$ cat config.mk
export PLATFORM = sky130hd
export DESIGN_NAME = hazard_controller
export DESIGN_NICKNAME = d
export VERILOG_FILES = /design/src/rtl/hazard_controller.sv
export SDC_FILE = /design/constraint.sdc
export NUM_CORES = 1
export LEC_CHECK = 0
export ABC_AREA = 0
export CAP_MARGIN = 20
export CORE_AREA = 2 2 87 80
export CTS_CLUSTER_SIZE = 10
export DETAILED_ROUTE_END_ITERATION = 16
export DIE_AREA = 0 0 89 82
export GPL_ROUTABILITY_DRIVEN = 0
export MAX_ROUTING_LAYER = met4
export PLACE_DENSITY = 0.78
export SETUP_SLACK_MARGIN = 0.2
export SLEW_MARGIN = 40
export SYNTH_ARGS = -nofsm -noshare
export SYNTH_HDL_FRONTEND = slang
export SYNTH_SLANG_ARGS = --single-unit
$ cat constraint.sdc
create_clock -name clk -period 2.26 [get_ports clk]
set_input_delay 0.452 -clock clk [delete_from_list [all_inputs] [get_ports clk]]
set_output_delay 0.452 -clock clk [all_outputs]
set_load 0.005 [all_outputs]
$ cat src/rtl/hazard_controller.sv
// Pipeline hazard controller: operand forwarding, load-use stalls, branch flushes,
// data-memory wait freezes with a timeout FSM, and a saturating stall-cycle counter.
module hazard_controller #(
  parameter int MEM_TIMEOUT = 64
) (
  input  logic        clk,
  input  logic        reset,
  input  logic [4:0]  id_rs1,
  input  logic [4:0]  id_rs2,
  input  logic [4:0]  ex_rs1,
  input  logic [4:0]  ex_rs2,
  input  logic [4:0]  ex_rd,
  input  logic [1:0]  ex_result_src,
  input  logic        ex_pc_src,
  input  logic [4:0]  mem_rd,
  input  logic        mem_reg_write,
  input  logic [4:0]  wb_rd,
  input  logic        wb_reg_write,
  input  logic        mem_req,
  input  logic        mem_ack,
  output logic [1:0]  ex_op1_forward,
  output logic [1:0]  ex_op2_forward,
  output logic        if_stall,
  output logic        id_stall,
  output logic        ex_stall,
  output logic        mem_stall,
  output logic        id_clear,
  output logic        ex_clear,
  output logic        wb_clear,
  output logic        mem_fault,
  output logic [31:0] stall_count
);

  typedef enum logic [1:0] {
    RUN   = 2'd0,
    WAIT  = 2'd1,
    FAULT = 2'd2
  } state_t;

  localparam logic [15:0] WCNT_LAST = 16'(MEM_TIMEOUT - 1);

  state_t      state_q, state_d;
  logic [15:0] wcnt_q, wcnt_d;
  logic [31:0] stall_count_q, stall_count_d;

  logic mw, lu, fl;

  assign mw = mem_req & ~mem_ack;
  assign lu = (ex_result_src == 2'b01) && (ex_rd != 5'd0) &&
              ((ex_rd == id_rs1) || (ex_rd == id_rs2));
  assign fl = ex_pc_src;

  function automatic logic [1:0] fwd_sel(input logic [4:0] rs);
    if (mem_reg_write && (mem_rd != 5'd0) && (mem_rd == rs))
      return 2'b10;
    else if (wb_reg_write && (wb_rd != 5'd0) && (wb_rd == rs))
      return 2'b01;
    else
      return 2'b00;
  endfunction

  // Priority: reset > fault freeze > memory wait > flush > load-use
  always_comb begin
    ex_op1_forward = fwd_sel(ex_rs1);
    ex_op2_forward = fwd_sel(ex_rs2);
    if_stall       = 1'b0;
    id_stall       = 1'b0;
    ex_stall       = 1'b0;
    mem_stall      = 1'b0;
    id_clear       = 1'b0;
    ex_clear       = 1'b0;
    wb_clear       = 1'b0;
    if (reset) begin
      ex_op1_forward = 2'b00;
      ex_op2_forward = 2'b00;
      id_clear       = 1'b1;
      ex_clear       = 1'b1;
      wb_clear       = 1'b1;
    end else if ((state_q == FAULT) || mw) begin
      if_stall  = 1'b1;
      id_stall  = 1'b1;
      ex_stall  = 1'b1;
      mem_stall = 1'b1;
      wb_clear  = 1'b1;
    end else if (fl) begin
      id_clear = 1'b1;
      ex_clear = 1'b1;
    end else if (lu) begin
      if_stall = 1'b1;
      id_stall = 1'b1;
      ex_clear = 1'b1;
    end
  end

  // An ack in the final allowed wait cycle wins over the timeout
  always_comb begin
    state_d = state_q;
    wcnt_d  = wcnt_q;
    case (state_q)
      RUN: begin
        if (mw) begin
          state_d = WAIT;
          wcnt_d  = 16'd1;
        end
      end
      WAIT: begin
        if (mem_ack) begin
          state_d = RUN;
          wcnt_d  = 16'd0;
        end else if (wcnt_q == WCNT_LAST) begin
          state_d = FAULT;
        end else begin
          wcnt_d = wcnt_q + 16'd1;
        end
      end
      FAULT: state_d = FAULT;
      default: begin
        state_d = RUN;
        wcnt_d  = 16'd0;
      end
    endcase
  end

  always_comb begin
    stall_count_d = stall_count_q;
    if (if_stall && (stall_count_q != 32'hFFFF_FFFF))
      stall_count_d = stall_count_q + 32'd1;
  end

  always_ff @(posedge clk) begin
    if (reset) begin
      state_q       <= RUN;
      wcnt_q        <= 16'd0;
      stall_count_q <= 32'd0;
    end else begin
      state_q       <= state_d;
      wcnt_q        <= wcnt_d;
      stall_count_q <= stall_count_d;
    end
  end

  assign mem_fault   = (state_q == FAULT);
  assign stall_count = stall_count_q;

endmodule

==> summary.md <==
| Metric | Value |
|---|---|
| Num CTS Buffers | 5 |
| Commonest non-fill, non-tap cell in the layout | buf_4 |
| # setup viols final | 1 |
| Post-route ant nets | 0 |
| Final setup margin | -33.8 ps |
| CTS tree | done |
| Share of cells above drive strength 1 | between 40% and 50% |
| Global-route wire length before repair | 15.5 mm |
| Fin area | 5060 sq um |
| Synth area leader | dfxtp_1 |
| Via density | 5.87 |
| Syn Nets | 408 |
| # rows | 28 |
| H-tree Lvls | 2 |
| Max-slew violation count | 0 |
| Most frequent cells in the layout | buf_4 (62), clkdlybuf4s50_1 (37), dfxtp_1 (28), nand2_1 (27), nor2_1 (27) |
| Die height | 82 um |
| RR Startpoint | stall_count[12] |
| Clk_lat worst skew | approximately 310 ps |
| Syn Std Cell Area | 2920 sq um |
| Fin Clk Skew | between 10 and 15 ps |
| Area contributors post-synth | dfxtp_1 (34%), xnor2_1 (7.5%), xor2_1 (6.0%) |
| Placed Area | 4280 sq um |
| Total Routing Usage GR | ~28% |
| WHS | 488 ps |
| Violated checks | negative setup slack |
| Worst hold start | stall_count[6] |
| Root buf cell | clkbuf_8 |
| Full die area | about 7300 sq um |
| Min-Delay Path Class | register to register |
| Warnings from Yosys | 0 |
| Chip width | 89 um |
| Crit path launch type | input pin |
| Async SR Flop Fraction | 0% |
| Final Net Count | between 500 and 600 |
| Total grt overflow | 0 |
| Sequential share of the synthesized area | between 30% and 40% |
| Hold EP | stall_count[6] |
| Top cell type's share of synthesized area | 34.3% |
| Placed Cells | 582 |
| Wire per inst | 18.4 um |
| Syn Inst Count | 362 |
| Reg2reg end | stall_count[24] |
| Syn_area_per_cell | 8.07 sq um |
| # Max-Cap Violations | 0 |
| Worst setup EP type | output pin |
| Core area | 6450 sq um |
| Pin count of the biggest net entering global routing | 23 |
| Yosys cell types | 51 |
| Final hold violation count | 0 |
| Max Fclk | around 440 MHz |
| Ant diodes | 0 |
| EDFF count, synth | 0 |
| Clock Path Buffers | 2 |
| Post-synth top flop | dfxtp_1 |
| Clock slew at reported path FFs | 90 ps |
| Final min period | 2290 ps |
| Status | complete, but fails checks |
| Iter 0 DRT Violations | 290 |
| Worst-margin pin slew | 544 ps |
| Relative slew slack | approximately 63% |
| Setup TNS | -33.8 ps |
| Worst vdd ir | 0.240 mV |
| Starting density of the core | 45.3% |
| Fin crit share | 101% |
| Total power divided by cell area | 357 nW/um^2 |
| Post-DP HPWL | 6.55 mm |
| Critical path required time | between 1500 and 2000 ps |
| Worst Reg-to-Reg Cells | 7 |
| Critical path class | input pin to output pin |
| First-pass iteration count of the detailed router | 5 |
| # DRC | 0 |
| IO Count | 88 |
| Finished Layout Cells | 618 |
| Seq cells post-synth | 50 |
| Vias in the first global route | 3380 |
| Clock sink count | 50 |
| Worst hold path depth | 1 |
| Area growth from synthesis to layout | 73.3% |
| Port Buf Inserts | 87 |
| Initial antenna violation count | 0 |
| Vias after detailed routing | 3630 |
| Leakage power total | 1.93 nW |
| Fillers | 425 |
| Flop-to-flop setup slack | 130 ps |
| RSZ-0062 raised after global routing | yes |
| Max FO, Critical Path | 2 |
| Final WL | about 11 mm |
| Crit path DAT | 1840 ps |
==> synthesized netlist by cell type, drive strengths merged (2+ instances only) <==
cell and count:
and4 6, o211ai 4, nor4b 2, dfxtp 50, mux2i 2, and3 8
or3 17, nor4 8, clkbuf 10, a211oi 2, o41ai 2, buf 4
o21ai 18, nand2b 5, or4 10, or2 2, ha 2, xnor2 25
nand2 28, nand3 23, nor2b 2, a21oi 31, nor2 30, nand4 13
nor3 7, o31ai 6, inv 7, xor2 20
==> layout make-up <==
class                      instances  area [sq um]  share of cell area (%)
sequential                        50          1050                    20.8
timing repair buffer             172          1580                    31.2
tap                               90           113                    2.22
clock inverter                     1          5.00                  0.0988
multi-input combinational        290          2190                    43.3
inverter                           8          36.3                   0.717
clock buffer                       7          86.3                    1.70
==> kinds of logic after synthesis <==
kind of cell	after synthesis	share of synthesized area (%)
mux	3	1.07
xor+xnor	45	13.5
compound gates	72	14.7
fa+ha+maj	2	0.856
simple gates	168	32.4
buf+inv	22	3.17
flops	50	34.3
==> power by group <==
part | internal (W) | leakage, nW | switching, W
logic | 0.000206 | 1.47 | 0.000169
registers | 0.000875 | 0.417 | 0.00000566
clock network | 0.000248 | 0.0482 | 0.000304
total | 0.00133 | 1.93 | 0.000479
==> timing repair <==
action | CTS | global route
setup buffers | 13 | 11
pin swaps | 35 | 59
hold buffers | 0 | 0
resized for setup | 156 | 124
endpoints found under the setup margin | 41 | 45
gates cloned | 2 | 2
==> critical path, cell delays in order <==
cell,delay (ps)
buf_6,90
or4_4,530
o21ai_4,150
buf_6,120
nor3_2,40
nor4_2,290
buf_2,160
==> through the flow <==
step | setup slack [ps] | total power [W] | utilization, %
2_1_floorplan | 222 | 0.00102 | -
3_5_place_dp | -840 | 0.00121 | 66.4
4_1_cts | 11.8 | 0.00175 | 72.3
6_report | -33.8 | 0.00181 | 78.6
3_3_place_gp | -848 | 0.00120 | 66.4
5_1_grt | -96.1 | 0.00187 | 78.6
==> registers in the layout, summed over array words and instances (netlist names) <==
register,cells
stall_count,32
state_q,2
wcnt_q,16
==> worst max path at each step <==
| stage | slack, ps | to | startpoint |
|---|---|---|---|
| 2_1_floorplan | 220 | ex_op1_forward[0] | mem_rd[1] |
| 3_3_place_gp | -850 | ex_op2_forward[0] | mem_rd[1] |
| 3_5_place_dp | -840 | ex_op2_forward[0] | mem_rd[1] |
| 4_1_cts | 10 | ex_op2_forward[0] | wb_rd[2] |
| 5_1_grt | -100 | ex_op2_forward[0] | mem_rd[4] |
| 6_report | -30 | ex_op2_forward[0] | mem_rd[4] |
==> per-layer routing <==
layer	part of all wire (%)	vias up	GRT usage, %
li1	-	1666	-
met1	39	1739	32.7
met2	52	177	48.7
met3	5.2	48	3.22
met4	3.8	0	10.4
met5	0	-	-
No activity file was read; power rests on OpenSTA's default activity.
